===== src/rtl/bus_receiver_if.sv =====
// Serial shared-bus receiver signal bundle: the bus line in, frame results and statistics out.
interface bus_receiver_if;
    logic        bus_in;
    logic [63:0] rx_data;
    logic        rx_valid;
    logic        crc_err;
    logic        busy;
    logic [7:0]  frame_cnt;
    logic [7:0]  err_cnt;

    modport slave (
        input  bus_in,
        output rx_data, rx_valid, crc_err, busy, frame_cnt, err_cnt
    );

    modport master (
        output bus_in,
        input  rx_data, rx_valid, crc_err, busy, frame_cnt, err_cnt
    );
endinterface


===== src/rtl/bus_receiver.sv =====
// Serial frame receiver: start bit, 4-bit address, 64-bit payload, CRC-4 (x^4+x+1), MSB first.
// Frames for MY_ADDR are checked and either delivered (rx_valid) or flagged (crc_err).
module bus_receiver #(
    parameter logic [3:0] MY_ADDR = 4'd1
) (
    input  logic          clock,
    input  logic          reset_n,
    bus_receiver_if.slave bus
);

    typedef enum logic [1:0] {S_IDLE, S_ADDR, S_DATA, S_CRC} state_t;

    state_t      r_state;
    state_t      w_state_next;
    logic [6:0]  r_bit_cnt;
    logic [3:0]  r_addr;
    logic [63:0] r_shift;
    logic [3:0]  r_crc;
    logic [2:0]  r_crc_rx;
    logic [63:0] r_rx_data;
    logic        r_rx_valid;
    logic        r_crc_err;
    logic [7:0]  r_frame_cnt;
    logic [7:0]  r_err_cnt;

    logic        w_busy;
    logic        w_frame_end;
    logic        w_addr_match;
    logic        w_crc_ok;
    logic        w_crc_fb;
    logic [3:0]  w_crc_next;

    // State register
    always_ff @(posedge clock) begin
        if (!reset_n) begin
            r_state <= S_IDLE;
        end else begin
            r_state <= w_state_next;
        end
    end

    // Next-state logic; the bus is only a start indicator while idle
    always_comb begin
        w_state_next = r_state;
        case (r_state)
            S_IDLE: if (bus.bus_in)            w_state_next = S_ADDR;
            S_ADDR: if (r_bit_cnt == 7'd3)     w_state_next = S_DATA;
            S_DATA: if (r_bit_cnt == 7'd63)    w_state_next = S_CRC;
            S_CRC:  if (r_bit_cnt == 7'd3)     w_state_next = S_IDLE;
            default:                           w_state_next = S_IDLE;
        endcase
    end

    // Output / decode logic; the last CRC bit is taken straight from the bus
    always_comb begin
        w_busy       = (r_state != S_IDLE);
        w_frame_end  = (r_state == S_CRC) && (r_bit_cnt == 7'd3);
        w_addr_match = (r_addr == MY_ADDR);
        w_crc_ok     = ({r_crc_rx, bus.bus_in} == r_crc);
        w_crc_fb     = r_crc[3] ^ bus.bus_in;
        w_crc_next   = {r_crc[2], r_crc[1], r_crc[0] ^ w_crc_fb, w_crc_fb};
    end

    always_ff @(posedge clock) begin
        if (!reset_n) begin
            r_bit_cnt   <= 7'd0;
            r_addr      <= 4'h0;
            r_shift     <= 64'h0;
            r_crc       <= 4'h0;
            r_crc_rx    <= 3'h0;
            r_rx_data   <= 64'h0;
            r_rx_valid  <= 1'b0;
            r_crc_err   <= 1'b0;
            r_frame_cnt <= 8'h00;
            r_err_cnt   <= 8'h00;
        end else begin
            r_rx_valid <= 1'b0;
            r_crc_err  <= 1'b0;

            if (w_state_next != r_state) begin
                r_bit_cnt <= 7'd0;
            end else if (r_state != S_IDLE) begin
                r_bit_cnt <= r_bit_cnt + 7'd1;
            end

            case (r_state)
                S_IDLE: r_crc <= 4'h0;
                S_ADDR: begin
                    r_crc  <= w_crc_next;
                    r_addr <= {r_addr[2:0], bus.bus_in};
                end
                S_DATA: begin
                    r_crc   <= w_crc_next;
                    r_shift <= {r_shift[62:0], bus.bus_in};
                end
                S_CRC:  r_crc_rx <= {r_crc_rx[1:0], bus.bus_in};
                default: ;
            endcase

            // Frames for other nodes run to completion but leave no trace
            if (w_frame_end && w_addr_match) begin
                if (w_crc_ok) begin
                    r_rx_valid <= 1'b1;
                    r_rx_data  <= r_shift;
                    if (r_frame_cnt != 8'hFF) begin
                        r_frame_cnt <= r_frame_cnt + 8'd1;
                    end
                end else begin
                    r_crc_err <= 1'b1;
                    if (r_err_cnt != 8'hFF) begin
                        r_err_cnt <= r_err_cnt + 8'd1;
                    end
                end
            end
        end
    end

    assign bus.rx_data   = r_rx_data;
    assign bus.rx_valid  = r_rx_valid;
    assign bus.crc_err   = r_crc_err;
    assign bus.busy      = w_busy;
    assign bus.frame_cnt = r_frame_cnt;
    assign bus.err_cnt   = r_err_cnt;

endmodule


===== src/flat_wrapper.sv =====
// flat-port wrapper written by rule: the top's interface ports become plain ports
module bus_receiver_flat 
#(
    parameter logic [3:0] MY_ADDR = 4'd1
)
  (clock, reset_n, bus_bus_in, bus_rx_data, bus_rx_valid, bus_crc_err, bus_busy, bus_frame_cnt, bus_err_cnt);
  bus_receiver_if bus_i ();
  input  logic clock;
  input  logic reset_n;
  input wire logic [$bits(bus_i.bus_in)-1:0] bus_bus_in;
  output wire logic [$bits(bus_i.rx_data)-1:0] bus_rx_data;
  output wire logic [$bits(bus_i.rx_valid)-1:0] bus_rx_valid;
  output wire logic [$bits(bus_i.crc_err)-1:0] bus_crc_err;
  output wire logic [$bits(bus_i.busy)-1:0] bus_busy;
  output wire logic [$bits(bus_i.frame_cnt)-1:0] bus_frame_cnt;
  output wire logic [$bits(bus_i.err_cnt)-1:0] bus_err_cnt;
  assign bus_i.bus_in = bus_bus_in;
  assign bus_rx_data = bus_i.rx_data;
  assign bus_rx_valid = bus_i.rx_valid;
  assign bus_crc_err = bus_i.crc_err;
  assign bus_busy = bus_i.busy;
  assign bus_frame_cnt = bus_i.frame_cnt;
  assign bus_err_cnt = bus_i.err_cnt;
  bus_receiver #(.MY_ADDR(MY_ADDR)) u_core (.clock(clock), .reset_n(reset_n), .bus(bus_i));
endmodule

===== config.mk =====
export PLATFORM = sky130hd
export DESIGN_NAME = bus_receiver_flat
export DESIGN_NICKNAME = d
export VERILOG_FILES = /design/src/rtl/bus_receiver_if.sv /design/src/rtl/bus_receiver.sv /design/src/flat_wrapper.sv
export SDC_FILE = /design/constraint.sdc
export NUM_CORES = 1
export LEC_CHECK = 0
export BUFFER_PORTS_ARGS = -buffer_cell sky130_fd_sc_hd__buf_4
export CORE_MARGIN = 3
export CORE_UTILIZATION = 55
export CTS_BUF_LIST = sky130_fd_sc_hd__clkbuf_8
export DETAILED_ROUTE_END_ITERATION = 10
export PLACE_DENSITY = 0.76
export SLEW_MARGIN = 20
export SYNTH_ARGS = -nofsm -noshare
export SYNTH_HDL_FRONTEND = slang
export SYNTH_SLANG_ARGS = --single-unit

===== constraint.sdc =====
create_clock -name clock -period 5.61 [get_ports clock]
set_input_delay 1.122 -clock clock [delete_from_list [all_inputs] [get_ports clock]]
set_output_delay 1.122 -clock clock [all_outputs]
set_load 0.01 [all_outputs]

Word-level counts from Yosys, hierarchy flattened

Cells that the tools add are included.

Add/sub/neg operators: 3
Equality and inequality tests: 10
Mux-type cells: 8
Bitwise logic cells: 4
Reductions and logical operators: 11

Operators with widths:

| kind                | count |
|---|---|
| $add 8x1->8 const B | 2 |
| $ne 8x8->1 const B  | 2 |
| $mux 2              | 4 |
| $pmux 2 s4          | 1 |
| $pmux 4 s2          | 1 |
| $add 7x1->7 const B | 1 |
| $eq 7x2->1 const B  | 1 |
| $eq 7x6->1 const B  | 1 |
| $reduce_and 3->1    | 2 |
| $eq 2x2->1 const B  | 2 |
| $eq 4x1->1 const B  | 1 |
| $eq 4x4->1          | 1 |
| $reduce_and 2->1    | 2 |
| $reduce_bool 2->1   | 2 |
| $reduce_or 2->1     | 2 |
| $eq 2x1->1 const B  | 1 |
| $logic_and 1x1->1   | 2 |
| $logic_not 2->1     | 1 |
| $mux 1              | 2 |
| $ne 2x2->1          | 1 |
| $not 1->1           | 2 |
| $xor 1x1->1         | 2 |

Register bits: 166
Input port bits: 3
Output and inout port bits: 83
Logic and storage cells: 47

Depth between registers and ports, before layout

Word-level depth: 5
Gate-level depth with buffers: 7
Mapped depth without buffers: 6

Least setup slack after synthesis

Ideal clock, no wire load.

Path type: in2reg
Start point: in bus_bus_in
End point: reg u_core.r_frame_cnt[0], in the netlist u_core.bus.frame_cnt[0]
Library setup time: 0.070 ns
Arrival time: 2.405 ns
Data required time: 5.540 ns
Slack: 3.134 ns
Cell stages on the path: 6
Path buffers: 2
Path through: buf_2 -> xnor2_2 -> nand4_1 -> buf_2 -> or4_1 -> a21oi_1

Word-level cells in the longest chain between the ends: 2

RTL lines:

| element                           | RTL line            | RTL |
|---|---|---|
| from (decl)                       | flat_wrapper.sv:10  | `input wire logic [$bits(bus_i.bus_in)-1:0] bus_bus_in;` |
| $eq 4x4->1                        | bus_receiver.sv:59  | `w_crc_ok = ({r_crc_rx, bus.bus_in} == r_crc);` |
| $reduce_and 3->1 (no source line) | -                   |  |
| to (signal assigned)              | bus_receiver.sv:106 | `r_frame_cnt <= r_frame_cnt + 8'd1;` |
| to (decl)                         | bus_receiver.sv:23  | `logic [7:0] r_frame_cnt;` |

No other way between the ends.
A chain may end at the register's enable or synchronous reset.

Worst setup path after layout

Start point: reg u_core.r_state[0]
End point: reg u_core.r_frame_cnt[4], in the netlist u_core.bus.frame_cnt[4]

Word-level cells in the longest chain between the ends: 4

RTL lines:

| element                           | RTL line            | RTL |
|---|---|---|
| from (decl)                       | bus_receiver.sv:13  | `state_t r_state;` |
| from (signal assigned)            | bus_receiver.sv:38  | `r_state <= w_state_next;` |
| $eq 2x2->1                        | bus_receiver.sv:57  | `w_frame_end = (r_state == S_CRC) && (r_bit_cnt == 7'd3);` |
| $logic_and 1x1->1                 | bus_receiver.sv:57  |  |
| $logic_and 1x1->1                 | bus_receiver.sv:101 | `if (w_frame_end && w_addr_match) begin` |
| $reduce_and 3->1 (no source line) | -                   |  |

No other way between the ends.

==> results.yml <==
global_route:
  gr-usage-met2_pct: 34.5
  grt_max_degree: 80
  antenna_found_initial: 0
  grt-ovfl-total: 0
  globalRouteMet3Util_pct: 5.65
  grt_pass1_vias: 5064
  grt_pass1_wl_um: 24300
  busiest_layer: "met2"
  grtUsageTotal_pct: 22.1
  grtUsageMet1_pct: 30.0
floorplan:
  core_area_um2: 11700
  dieArea_um2: 13500
  row_count: 39
  fp.dieW_um: 116
  ios: 86
  chipHeight_um: 116
  initial_utilization_pct: 57.4
clock_network:
  cts_hold_buf: 0
  cts_buffer_depth: 2
  cts_tree: "yes"
  clk_pin_slew_ps: 80
  clk_latency_ps: 460
  cts.sinks: 166
  cts_buffers: 17
  post_cts_resized: 0
  cts-root-buf: "clkbuf_8"
  postCtsSetupBuffers: 0
  htree_levels: 4
layout:
  multi_input_area_um2: 3100
  drive_gt1_share_pct: 17.3
  fin_nets: 790
  diodes: 0
  n_fill_cell: 929
  seqCellArea_um2: 3320
  syn_to_final_growth_pct: 16.0
synth:
  synth_ff_type: "dfxtp_1"
  ys_top_cells_by_count: "dfxtp_1 (166), nor2_1 (85), mux2i_1 (78)"
  synthArstFlopShare_pct: 0
  netlist.top_cell.by_area: "dfxtp_1"
  yosys.area_share.simple_pct: 18.1
  ys_warn_count: 0
  synthAdderAreaFrac_pct: 1.50
  ys_ff_latch: 166
  synthTopCellsByArea: "dfxtp_1 (50%), mux2i_1 (12%), a21oi_1 (5.5%)"
  syn_nets: 741
  yosysUniqueCellTypes: 44
  yosysMostFrequentCell: "dfxtp_1"
  syn_area_um2: 6690
  synthMuxAreaShare_pct: 11.7
  synth_enable_flop_cells: 0
  syn_avg_cell_area_um2: 9.17
  synth_top_family_by_area: "simple AND/OR/NAND/NOR gates"
  yosysSeqAreaShare_pct: 49.7
  synthesis.instances: 730
  synth_compound_area_share_pct: 13.0
  synth.top_cell.area_share_pct: 49.7
  synth_xor_area_share_pct: 1.68
outcome:
  status: "complete, no violations"
routing:
  drt-initial-drc-count: 479
  vias: 5463
  wl_per_cell_um: 15.6
  via_per_inst: 5.84
  wl_um: 14600
  drc_errors: 0
  ant_nets: 0
  drt_pass1_iterations: 5
critical_path:
  arrival_ps: 3610
  end_kind: "register"
  critPathLaunchType: "register"
  required_ps: 5960
  path_class: "reg -> reg"
  path_max_fanout: 38
timing:
  finalSetupTns_ps: 0
  worst_slew_pin_slew_ps: 1000
  skew_ps: 7.55
  fin_crit_sh_pct: 58.1
  slew_viol_final: 0
  finalSetupViolCount: 0
  timing.final.ws_setup_ps: 2350
  hold_violations: 0
  fmax_mhz: 307
  period_minus_slack_ps: 3260
  whs_ps: 476
  maxSlewHeadroom_pct: 33.1
  rsz0062_at_grt: "false"
pwr:
  vdd_ir_drop_max_v: 0.000205
  p_sw_share_pct: 31.8
  power_uw: 2730
  combPwrFrac_pct: 22.3
  netSwitchingPower_uw: 870
  p_per_area_nw_per_um2: 352
  pwr-share-clk_pct: 33.0
  p_leak_uw: 0.00276
  p_int_uw: 1860
  pwr-share-seq_pct: 44.7
placement:
  post-place-ws_ps: 1890
  routabilityCongestion: 0.774
  hpwl_um: 9000
  io_buffers: 85
min_path:
  hold_path_class: "reg -> reg"
job:
  maxCapViolCount: 0
## routing by layer
layer	vias to the layer above	part of all wire [%]
met5	-	0
met4	0	1.1
met3	18	5.6
met2	166	46
met1	2581	47
li1	2698	-
## layout make-up
class                   count  share of cell area [%]
well taps                 143                    2.30
inverters                   6                   0.322
flip-flops and latches    166                    42.8
clock inverters            14                    2.24
multi-input cells         496                    39.9
clock buffers              18                    3.19
repair buffers             92                    9.25
## per-stage QoR
stage,cell area (µm²),cells,utilization (%)
after global routing,7760,935,66.6
after detailed placement,7300,901,62.6
after CTS,7720,933,66.2
after global placement,7300,901,62.6
final,7760,935,66.6
after floorplan,6690,730,-
## registers in the layout (all words and copies together), names as in the netlist
name,flops
u_core.bus.rx_valid,1
u_core.bus.crc_err,1
u_core.r_crc_rx,3
u_core.r_crc,4
u_core.r_state,2
u_core.bus.err_cnt,8
u_core.r_bit_cnt,7
u_core.r_addr,4
u_core.r_shift,64
u_core.bus.frame_cnt,8
u_core.bus.rx_data,64
## worst max-delay path, stage by stage, from the launching register on
cell and delay [ps]:
dfxtp_1 490, ha_1 550, and3b_1 300, and4_2 760
buf_4 460, nand2_1 180, o41ai_1 380
## logic make-up (layout without fill, tap and decap cells)
kind of cell | count (synthesis) | after routing
AO/OA/AOI/OAI | 161 | 161
XOR/XNOR | 12 | 12
adder cells (fa/ha/maj) | 8 | 8
buffers and inverters | 68 | 130
flip-flops | 166 | 166
multiplexers | 78 | 78
AND/OR/NAND/NOR | 237 | 237
## path summary, 6_finish.rpt
path                                              from                      end  slack [ps]  cells after the start
worst min register to register  u_core.bus.rx_data[39]   u_core.bus.rx_data[39]         480                      2
worst min-delay path            u_core.bus.rx_data[39]   u_core.bus.rx_data[39]         480                      2
worst max-delay path                 u_core.r_state[0]  u_core.bus.frame_cnt[4]        2350                      6
worst max register to register       u_core.r_state[0]  u_core.bus.frame_cnt[4]        2350                      6
## power by group through the flow
stage,logic [µW],clock network [µW],registers [µW]
4_1_cts,586,919,1220
6_report,609,902,1220
3_3_place_gp,567,0,1250
5_1_grt,656,964,1220
3_5_place_dp,584,0,1250
2_1_floorplan,470,0,1240
## layout by cell type (no fill, tap or decap), types with 3 or more instances in the layout
master,n
xor2_1,3
xnor2_1,8
o21ai_0,66
nand4_1,9
and3_1,4
nand2b_1,6
nor4_1,9
nor2b_1,5
and4_1,3
mux2i_1,78
buf_4,90
or4_1,4
nand4b_1,3
o41ai_1,6
a31oi_1,3
inv_6,4
clkbuf_8,18
dfxtp_1,166
nor2_1,85
inv_1,5
ha_1,7
o31ai_1,4
nor4_2,5
a21oi_1,74
nand2_1,21
clkinvlp_4,4
nor3_1,3
nand3_1,71
bufinv_16,3
Note: power is estimated with default switching activity, not from simulation.
